$ cat src/rtl/modex_pkg.sv
// Shared types and constants for the MODEX frame sequencer.
package modex_pkg;

  localparam int unsigned ADDR_W = 18;
  localparam int unsigned ARQ_W  = 16;

  typedef enum logic [2:0] {
    IDLE = 3'd0,
    KICK = 3'd1,
    WAIT = 3'd2,
    EMIT = 3'd3,
    DONE = 3'd4
  } seq_state_t;

  // Bits needed to hold max_cycles-1; never less than one bit.
  function automatic int cnt_width(input int max_cycles);
    if (max_cycles <= 2) begin
      return 1;
    end else begin
      return $clog2(max_cycles);
    end
  endfunction

endpackage

$ cat src/rtl/modex_cycle_timer.sv
// Loadable down-counter shared by the KICK and WAIT phases; zero_o is registered
// and reflects the count currently held.
module modex_cycle_timer #(
  parameter int W = 4
) (
  input  logic         clk_i,
  input  logic         rst_ni,
  input  logic         load_i,
  input  logic [W-1:0] load_val_i,
  input  logic         en_i,
  output logic         zero_o
);

  logic [W-1:0] count_q;
  logic [W-1:0] count_d;
  logic         zero_q;

  // Next count: load has priority, otherwise count down and hold at zero.
  always_comb begin
    count_d = count_q;
    if (load_i) begin
      count_d = load_val_i;
    end else if (en_i && (count_q != {W{1'b0}})) begin
      count_d = count_q - W'(1'b1);
    end else begin
      count_d = count_q;
    end
  end

  // Count and zero flag registers.
  always_ff @(posedge clk_i) begin
    if (!rst_ni) begin
      count_q <= {W{1'b0}};
      zero_q  <= 1'b1;
    end else begin
      count_q <= count_d;
      zero_q  <= (count_d == {W{1'b0}});
    end
  end

  assign zero_o = zero_q;

endmodule

$ cat src/rtl/modex_frame_sequencer.sv
// Walks a frame word by word through MODEX_Processor and streams results downstream.
// Defining MODEX_SEQ_CHECKSUM_EN adds checksum_o, a running sum of accepted words.
module modex_frame_sequencer
  import modex_pkg::*;
#(
  parameter int unsigned ADDR        = ADDR_W,
  parameter int unsigned ARQ         = ARQ_W,
  parameter int unsigned NUM_WORDS   = 204800,
  parameter int unsigned KICK_CYCLES = 5,
  parameter int unsigned WAIT_CYCLES = 15
) (
  input  logic            clk_i,
  input  logic            rst_ni,
  input  logic            start_i,
  output logic            busy_o,
  output logic            done_o,
  output logic            core_rst_o,
  output logic [ADDR-1:0] core_addr_o,
  input  logic [ARQ-1:0]  core_data_i,
  output logic            out_valid_o,
  input  logic            out_ready_i,
  output logic [ARQ-1:0]  out_data_o,
  output logic [ADDR-1:0] out_addr_o
`ifdef MODEX_SEQ_CHECKSUM_EN
  ,
  output logic [ARQ-1:0]  checksum_o
`endif
);

  localparam int CNT_W = cnt_width((KICK_CYCLES > WAIT_CYCLES) ? KICK_CYCLES : WAIT_CYCLES);
  localparam logic [CNT_W-1:0] KICK_LOAD = CNT_W'(KICK_CYCLES - 32'd1);
  localparam logic [CNT_W-1:0] WAIT_LOAD = CNT_W'(WAIT_CYCLES - 32'd1);
  localparam logic [ADDR-1:0]  LAST_ADDR = ADDR'(NUM_WORDS - 32'd1);

  seq_state_t      state_q, state_d;
  logic            busy_q, busy_d;
  logic            done_q, done_d;
  logic            core_rst_q, core_rst_d;
  logic [ADDR-1:0] core_addr_q, core_addr_d;
  logic            out_valid_q, out_valid_d;
  logic [ARQ-1:0]  out_data_q, out_data_d;
  logic [ADDR-1:0] out_addr_q, out_addr_d;

  logic             tmr_load_s;
  logic [CNT_W-1:0] tmr_load_val_s;
  logic             tmr_en_s;
  logic             tmr_zero_s;
  logic             handshake_s;

  assign handshake_s = out_valid_q & out_ready_i;
  assign tmr_en_s    = (state_q == KICK) || (state_q == WAIT);

  modex_cycle_timer #(
    .W (CNT_W)
  ) u_timer (
    .clk_i      (clk_i),
    .rst_ni     (rst_ni),
    .load_i     (tmr_load_s),
    .load_val_i (tmr_load_val_s),
    .en_i       (tmr_en_s),
    .zero_o     (tmr_zero_s)
  );

  // Next state, datapath next values and timer control.
  always_comb begin
    state_d        = state_q;
    core_addr_d    = core_addr_q;
    out_valid_d    = out_valid_q;
    out_data_d     = out_data_q;
    out_addr_d     = out_addr_q;
    tmr_load_s     = 1'b0;
    tmr_load_val_s = KICK_LOAD;
    case (state_q)
      IDLE: begin
        if (start_i) begin
          state_d        = KICK;
          core_addr_d    = {ADDR{1'b0}};
          tmr_load_s     = 1'b1;
          tmr_load_val_s = KICK_LOAD;
        end else begin
          state_d = IDLE;
        end
      end
      KICK: begin
        if (tmr_zero_s) begin
          state_d        = WAIT;
          tmr_load_s     = 1'b1;
          tmr_load_val_s = WAIT_LOAD;
        end else begin
          state_d = KICK;
        end
      end
      WAIT: begin
        if (tmr_zero_s) begin
          state_d     = EMIT;
          out_data_d  = core_data_i;
          out_addr_d  = core_addr_q;
          out_valid_d = 1'b1;
        end else begin
          state_d = WAIT;
        end
      end
      EMIT: begin
        if (handshake_s) begin
          out_valid_d = 1'b0;
          // The last address ends the frame without wrapping core_addr.
          if (core_addr_q == LAST_ADDR) begin
            state_d = DONE;
          end else begin
            state_d        = KICK;
            core_addr_d    = core_addr_q + ADDR'(1'b1);
            tmr_load_s     = 1'b1;
            tmr_load_val_s = KICK_LOAD;
          end
        end else begin
          state_d = EMIT;
        end
      end
      DONE: begin
        state_d     = IDLE;
        core_addr_d = {ADDR{1'b0}};
      end
      default: begin
        state_d     = IDLE;
        core_addr_d = {ADDR{1'b0}};
        out_valid_d = 1'b0;
      end
    endcase
    busy_d     = (state_d == KICK) || (state_d == WAIT) || (state_d == EMIT);
    done_d     = (state_d == DONE);
    core_rst_d = (state_d == KICK);
  end

  // State and registered outputs.
  always_ff @(posedge clk_i) begin
    if (!rst_ni) begin
      state_q     <= IDLE;
      busy_q      <= 1'b0;
      done_q      <= 1'b0;
      core_rst_q  <= 1'b0;
      core_addr_q <= {ADDR{1'b0}};
      out_valid_q <= 1'b0;
      out_data_q  <= {ARQ{1'b0}};
      out_addr_q  <= {ADDR{1'b0}};
    end else begin
      state_q     <= state_d;
      busy_q      <= busy_d;
      done_q      <= done_d;
      core_rst_q  <= core_rst_d;
      core_addr_q <= core_addr_d;
      out_valid_q <= out_valid_d;
      out_data_q  <= out_data_d;
      out_addr_q  <= out_addr_d;
    end
  end

  assign busy_o      = busy_q;
  assign done_o      = done_q;
  assign core_rst_o  = core_rst_q;
  assign core_addr_o = core_addr_q;
  assign out_valid_o = out_valid_q;
  assign out_data_o  = out_data_q;
  assign out_addr_o  = out_addr_q;

`ifdef MODEX_SEQ_CHECKSUM_EN
  logic [ARQ-1:0] checksum_q, checksum_d;

  // Sum restarts with each accepted start and accumulates every handshake.
  always_comb begin
    checksum_d = checksum_q;
    if ((state_q == IDLE) && start_i) begin
      checksum_d = {ARQ{1'b0}};
    end else if (handshake_s) begin
      checksum_d = checksum_q + out_data_q;
    end else begin
      checksum_d = checksum_q;
    end
  end

  // Checksum register.
  always_ff @(posedge clk_i) begin
    if (!rst_ni) begin
      checksum_q <= {ARQ{1'b0}};
    end else begin
      checksum_q <= checksum_d;
    end
  end

  assign checksum_o = checksum_q;
`endif

endmodule

$ cat config.mk
export PLATFORM = sky130hd
export DESIGN_NAME = modex_frame_sequencer
export DESIGN_NICKNAME = d
export VERILOG_FILES = /design/src/rtl/modex_pkg.sv /design/src/rtl/modex_cycle_timer.sv /design/src/rtl/modex_frame_sequencer.sv
export SDC_FILE = /design/constraint.sdc
export NUM_CORES = 1
export LEC_CHECK = 0
export BUFFER_PORTS_ARGS = -buffer_cell sky130_fd_sc_hd__clkbuf_2
export CORE_UTILIZATION = 51
export CTS_CLUSTER_DIAMETER = 200
export DETAILED_ROUTE_END_ITERATION = 16
export GPL_TIMING_DRIVEN = 0
export PLACE_DENSITY = 0.89
export SLEW_MARGIN = 20
export SYNTH_ARGS = -nofsm -noshare
export SYNTH_HDL_FRONTEND = slang
export SYNTH_SLANG_ARGS = --single-unit
$ cat constraint.sdc
create_clock -name clk_i -period 2.5 [get_ports clk_i]
set_input_delay 0.125 -clock clk_i [delete_from_list [all_inputs] [get_ports clk_i]]
set_output_delay 0.125 -clock clk_i [all_outputs]
set_load 0.02 [all_outputs]
# After elaboration in Yosys (flattened, before gate mapping)
# Cells that the tools add are included.
# word_totals
regBits,64
inputBits,20
out_inout_bits,56
wordCells,62
# classes
addsub,2
n_eq_ne,13
n_mux,22
bitwise,3
reduce_logical,12
# op_table
cell,n
2-to-1 mux 18 bit,3
case mux 18 bit (3 select lines),1
adder 18 x 1 -> 18 bit (second input constant),1
equality test 18 bit (second input constant),1
2-to-1 mux 4 bit,4
equality test 3 x 2 -> 1 bit (second input constant),4
case mux 3 bit (4 select lines),1
2-to-1 mux 1 bit,8
equality test 3 x 1 -> 1 bit (second input constant),2
equality test 3 bit (second input constant),2
2-to-1 mux 3 bit,2
!= test 2 bit (second input constant),3
case mux 1 bit (3 select lines),2
zero test 4 bit,1
AND reduction 4 bit,1
nonzero test 4 bit,1
subtractor 4 x 1 -> 4 bit (second input constant),1
zero test 3 bit,1
logical OR 1 bit,3
AND reduction 3 bit,1
OR reduction 3 bit,1
2-to-1 mux 2 bit,1
!= test 2 x 1 -> 1 bit (second input constant),1
NOT 1 bit,2
4 further kinds,4

# Depth between registers and ports, before layout
# depth
depth_word,7
mapped_depth,7
ltp_nobuf,7

# Modules after synthesis
# A second synthesis with hierarchy kept.
# hier_totals
cells_unflattened,341
area_unflattened_um2,2914.0
# by_module_without_submodules
module,instances,cells_per_inst,area_each_um2,seq_area_each_um2
modex_frame_sequencer,1,312,2626.3,1181.1
modex_cycle_timer,1,29,287.8,100.1

# Least setup slack after synthesis
# OpenSTA, ideal clock, no wires.
# synth_path
kind,reg2reg
from,register core_addr_q[0] (netlist: core_addr_o[0])
to,register u_timer.count_q[2]
setup_time_ns,0.115
arrival_time_ns,1.617
required_time_ns,2.385
setup_slack_ns,0.768
path_stages_with_launch,7
path_buffers,1
period_less_slack_ns,1.732
cell_sequence,dfxtp_1 > ha_1 > nand4_2 > buf_2 > o21ai_1 > nand3_1 > and2_1
# synth_via
elab_chain_cells,5
# synth_rtl
element,line,text
"start, declared",modex_frame_sequencer.sv:39,"logic [ADDR-1:0] core_addr_q, core_addr_d;"
"start signal, assigned",modex_frame_sequencer.sv:141,core_addr_q <= {ADDR{1'b0}};
"start signal, assigned",modex_frame_sequencer.sv:150,core_addr_q <= core_addr_d;
equality test 18 bit,modex_frame_sequencer.sv:107,if (core_addr_q == LAST_ADDR) begin
2-to-1 mux 1 bit,modex_frame_sequencer.sv:107,
2-to-1 mux 1 bit,modex_frame_sequencer.sv:104,if (handshake_s) begin
case mux 1 bit (3 select lines),modex_frame_sequencer.sv:73,case (state_q)
2-to-1 mux 4 bit,modex_cycle_timer.sv:21,if (load_i) begin
"end signal, assigned",modex_cycle_timer.sv:33,count_q <= {W{1'b0}};
"end signal, assigned",modex_cycle_timer.sv:36,count_q <= count_d;
"end, declared",modex_cycle_timer.sv:14,logic [W-1:0] count_q;
# No other way between the ends.
# A chain may end at the register's enable or synchronous reset.

# Worst setup path after layout
# layout_path
from,register core_addr_q[11] (netlist: core_addr_o[11])
to,register busy_q (netlist: busy_o)
# layout_via
elab_chain_cells,7
word_cells_on_any_way,9
cone_classes,eq/ne (4); mux (3); reduce/logical (2)
# layout_rtl
element,line,text
equality test 18 bit *,modex_frame_sequencer.sv:107,
2-to-1 mux 3 bit *,modex_frame_sequencer.sv:107,
2-to-1 mux 3 bit *,modex_frame_sequencer.sv:104,
case mux 3 bit (4 select lines) *,modex_frame_sequencer.sv:73,
equality test 3 x 1 -> 1 bit or equality test 3 x 2 -> 1 bit (tied branches),modex_frame_sequencer.sv:129,busy_d = (state_d == KICK) || (state_d == WAIT) || (state_d == EMIT);
logical OR 1 bit,modex_frame_sequencer.sv:129,
logical OR 1 bit *,modex_frame_sequencer.sv:129,
"end signal, assigned",modex_frame_sequencer.sv:147,busy_q <= busy_d;
"end, declared",modex_frame_sequencer.sv:36,"logic busy_q, busy_d;"
# Every way passes the cells marked *; elsewhere a longest branch is shown, timed or not.

==> results <==
- The flow ran to the end, and the final reports show no timing, DRC or antenna violations.
- The leakage power is between 1 and 1.5 nW.
- Setup violations remaining at the end of the flow were counted as 0.
- The cell count of the worst hold path is 3.
- The standard-cell row count is 26.
- The all-layer global routing usage is 24.0%.
- The synthesized design contains 64 register bits.
- The maximum clock frequency is around 510 MHz.
- Adding up every negative setup slack in the final design gives 0 ns.
- The critical path's top delay family is simple AND/OR/NAND/NOR gates.
- The largest individual stage delay along the critical path comes from the cell sky130_fd_sc_hd__or3_1.
- The reg-to-reg critical path endpoint is busy_o.
- The final design utilization is 66.3%.
- The sequential-to-total area share from yosys stat is between 40% and 50%.
- The aggregate global routing overflow is 0.
- The count of final max-slew check failures was 0.
- The repair_antennas step left the layout with diodes totalling 0.
- The later pin in the worst-skew pair is clocked with a latency of roughly 0.34 ns.
- Dividing the detail-routed via count by the number of cells gives roughly 5.4.
- Counting I/O delays and the setup requirement, the final critical path takes 1.96 ns.
- The arrival time at the worst endpoint is ~2.2 ns.
- The net count after synthesis is ~350.
- For this run, the detailed router's first-pass iteration total came to 4.
- The worst-margin pin slew is roughly 0.6 ns.
- Counting every instance in the synthesized netlist gives around 330.
- Across all register-to-register paths, the minimum setup slack is ~0.54 ns.
- The path type of the worst setup path is register to register.
- The post-route fraction of the period consumed by the critical path is 78.3%.
- The post-cts gate resize count is 0.
- The layout has between 400 and 500 filler cells.
- The startpoint type of the worst setup path is a register.
- The number of buffers inserted for hold repair after clock tree synthesis is 0.
- The die outline height is 76.5 um.
- The clock tree root driver cell is sky130_fd_sc_hd__clkbuf_8.
- The worst register-to-register path begins at core_addr_o[11].
- Buffers inserted during clock tree synthesis total 9.
- Buffers placed on the I/O ports in this run total 74.
- VDD sags by at most roughly 0.00055 V.
- The clock passes through at most 2 buffers.
- The worst hold path terminates at out_data_o[3].
- STA puts the critical path data required time at around 2.7 ns.
- In this design, the stage delay of the slowest critical-path cell is between 0.4 and 0.5 ns.
- The core outline area is 0.00524 mm^2.
- The global-route wire length before repair is approximately 11,000 um.
- Of all nets on the critical path, the largest fanout is 8.
- The routed layout has approximately 2,600 vias.
- The detailed placer's ending HPWL is about 4700 um.
- The number of cells on the worst reg-to-reg path is 5.
- For this design, the sink count on the clock tree is 64.
- The synthesized area divided by synthesized cell count is just under 9 um^2.
- For this run, design rule violations remaining after detail routing come to 0.
- The clock arrives with between 0.008 and 0.009 ns of skew.
- The die covers approximately 0.0058 mm^2.
- Of the cells placed in the final design, the portion with a size suffix greater than 1 is 25.2%.
- The buffering stage count on the worst path with inverters included is 0.
- For this run, the number of Yosys warnings is 0.
- The die boundary width is 76.5 um.
- The combined area of the multi-input logic cells is about 0.0014 mm^2.
- Counting distinct cell types in the post-synthesis netlist gives between 40 and 50.
- The average wire length per cell after detail routing is roughly 14 um.
- The routed design has roughly 6600 um of wire.
- The worst hold path belongs to the class input pin to register.
- The first-iteration detailed-routing DRC count is ~140.
- The largest net degree at the start of global routing is 11.
- Headroom to the max-slew limit came out at about 59%.
- Pin placement for this block handled 76 I/O pins.
- The mapped netlist covers about 0.0028 mm^2.
- The power density over cell area is 692 mW/mm^2.
- The setup fix buffers added after clock tree synthesis is 0.
- The global placer's final weighted congestion is between 0.8 and 0.9.
- The tool flagged a number of max-cap violations equal to 0.
- Setup repair after global routing left no endpoint under its margin.
- The maximum level of the CTS H-tree is 3.
- The via count of the first global-routing pass is ~2,500.
- The final number of hold-violating endpoints was 0.
- The footprint of the flip-flops and latches is 0.00128 mm^2.
- For this configuration, the core starts out at a cell density of between 50% and 60%.
- Compared with the post-synthesis result, the final layout area differs by 22.7%.
- The type of element capturing the critical path is a register.
- The initial antenna violation count was 0.
- The final-stage net count is 433.
- The clock edge transition at the registers on the reported setup and hold paths is approximately 0.070 ns.
- The number of nets with antenna violations after detailed routing is 0.
- The launch point of the worst hold path is core_data_i[3].
- Walking the worst path, the cells encountered are and2_1 -> nand4_1 -> or3_1 -> a21oi_1 -> a21boi_1.
- The CTS tree is done.
-- metrics by stage --
stage	worst slack [ns]	cells	total power [W]	hold WS, ns	area (um^2)
after detailed placement	0.596	470	0.00160	0.365	3290
after global placement	0.613	470	0.00158	0.357	3290
after CTS	0.562	486	0.00240	0.00762	3470
after floorplan	0.768	326	0.00147	0.270	2830
after global routing	0.371	486	0.00251	0.0131	3470
final	0.541	486	0.00240	0.0149	3470
-- report_power, final --
| part | switching, W | internal (W) | total, W |
|---|---|---|---|
| Clock | 0.000384 | 0.000440 | 0.000824 |
| Sequential | 0.0000461 | 0.00108 | 0.00113 |
| Combinational | 0.000270 | 0.000181 | 0.000451 |
-- worst max path at each step --
stage / from / end / slack [ns] / cells past startpoint
final: core_addr_o[11] / busy_o / 0.54 / 5
after global routing: core_addr_o[11] / busy_o / 0.37 / 5
after CTS: core_addr_o[0] / u_timer.zero_o / 0.56 / 6
after detailed placement: core_addr_o[11] / busy_o / 0.60 / 5
after global placement: core_addr_o[0] / u_timer.zero_o / 0.61 / 6
after floorplan: core_addr_o[0] / u_timer.count_q[2] / 0.77 / 6
-- layout make-up --
type                       count  share of cell area, %
inverter                       5                  0.541
clock buffer                  14                   4.97
buffer                        19                   2.31
multi-input combinational    238                   41.7
timing repair buffer          74                   10.7
clock inverter                 2                  0.360
tap                           70                   2.52
sequential                    64                   36.9
-- cell usage after synthesis --
cell type | count | area (um^2)
sky130_fd_sc_hd__a21oi_1 | 9 | 45.0
sky130_fd_sc_hd__a21boi_0 | 36 | 270
sky130_fd_sc_hd__dfxtp_1 | 64 | 1280
sky130_fd_sc_hd__nor2b_1 | 6 | 37.5
sky130_fd_sc_hd__o2111ai_1 | 6 | 52.6
sky130_fd_sc_hd__and3_1 | 4 | 25.0
sky130_fd_sc_hd__a31oi_1 | 2 | 12.5
sky130_fd_sc_hd__mux2_2 | 1 | 11.3
sky130_fd_sc_hd__nor3_1 | 5 | 25.0
sky130_fd_sc_hd__nor2_1 | 17 | 63.8
sky130_fd_sc_hd__o211ai_1 | 3 | 22.5
sky130_fd_sc_hd__nand4_2 | 2 | 25.0
sky130_fd_sc_hd__ha_1 | 2 | 25.0
sky130_fd_sc_hd__mux2i_1 | 3 | 30.0
sky130_fd_sc_hd__buf_2 | 7 | 35.0
sky130_fd_sc_hd__nand3b_1 | 1 | 7.51
sky130_fd_sc_hd__a21oi_4 | 1 | 16.3
sky130_fd_sc_hd__inv_1 | 5 | 18.8
sky130_fd_sc_hd__nor4bb_1 | 1 | 10.0
sky130_fd_sc_hd__nand3_1 | 6 | 30.0
sky130_fd_sc_hd__xor2_1 | 11 | 96.3
sky130_fd_sc_hd__xnor2_1 | 4 | 35.0
sky130_fd_sc_hd__nor3_2 | 1 | 10.0
sky130_fd_sc_hd__nand2_1 | 77 | 289
sky130_fd_sc_hd__nor4_1 | 1 | 6.26
sky130_fd_sc_hd__and3b_1 | 1 | 8.76
sky130_fd_sc_hd__nor3b_1 | 3 | 22.5
sky130_fd_sc_hd__or3_1 | 7 | 43.8
sky130_fd_sc_hd__and2_1 | 4 | 25.0
sky130_fd_sc_hd__clkbuf_1 | 12 | 45.0
sky130_fd_sc_hd__o31a_1 | 1 | 8.76
sky130_fd_sc_hd__and4bb_2 | 1 | 12.5
sky130_fd_sc_hd__o211ai_2 | 1 | 12.5
sky130_fd_sc_hd__o21ai_1 | 1 | 5.00
sky130_fd_sc_hd__nor4_4 | 1 | 21.3
sky130_fd_sc_hd__o41ai_2 | 1 | 16.3
sky130_fd_sc_hd__and4_1 | 4 | 35.0
sky130_fd_sc_hd__a21boi_1 | 1 | 7.51
sky130_fd_sc_hd__nand4_1 | 5 | 31.3
sky130_fd_sc_hd__o21ai_2 | 1 | 8.76
sky130_fd_sc_hd__a2111oi_0 | 1 | 8.76
sky130_fd_sc_hd__or3b_1 | 1 | 8.76
sky130_fd_sc_hd__o21ai_0 | 5 | 25.0
-- flip-flops by register name, summed over array words and instances (netlist names) --
name	count
out_valid_o	1
out_data_o	16
u_timer.count_q	4
core_addr_o	18
state_q	3
u_timer.zero_o	1
busy_o	1
out_addr_o	18
core_rst_o	1
done_o	1
-- worst register-to-register path, delay by kind of cell, from the launching register on --
| family | cells | cell delay [ns] |
|---|---|---|
| simple gates | 3 | 1.02 |
| compound gates | 2 | 0.41 |
| flops | 1 | 0.43 |
-- cells in the final DEF (no fill, tap or decap), drive strengths merged, types with 7 or more instances in the layout --
| cell | count |
|---|---|
| xor2 | 11 |
| or3 | 7 |
| buf | 7 |
| clkbuf | 100 |
| o21ai | 7 |
| nand2 | 77 |
| a21oi | 10 |
| a21boi | 37 |
| dfxtp | 64 |
| nor2 | 17 |
| nand4 | 7 |
-- cell families after synthesis --
| kind of cell | after synthesis | synth area share (%) |
|---|---|---|
| multiplexers | 4 | 1.46 |
| flip-flops | 64 | 45.3 |
| adder cells (fa/ha/maj) | 2 | 0.885 |
| buffers and inverters | 24 | 3.50 |
| AO/OA/AOI/OAI | 69 | 18.1 |
| XOR/XNOR | 15 | 4.65 |
| AND/OR/NAND/NOR | 148 | 26.1 |
-- per-layer routing --
metal  vias up  track usage [%]  part of all wire (%)
li1       1291                -                     -
met1      1204             29.6                    46
met2        97             37.8                    45
met3        17             7.43                   7.6
met4         0             11.9                   2.0
met5         -                0                     0
Power figures use the tool's default switching activity.
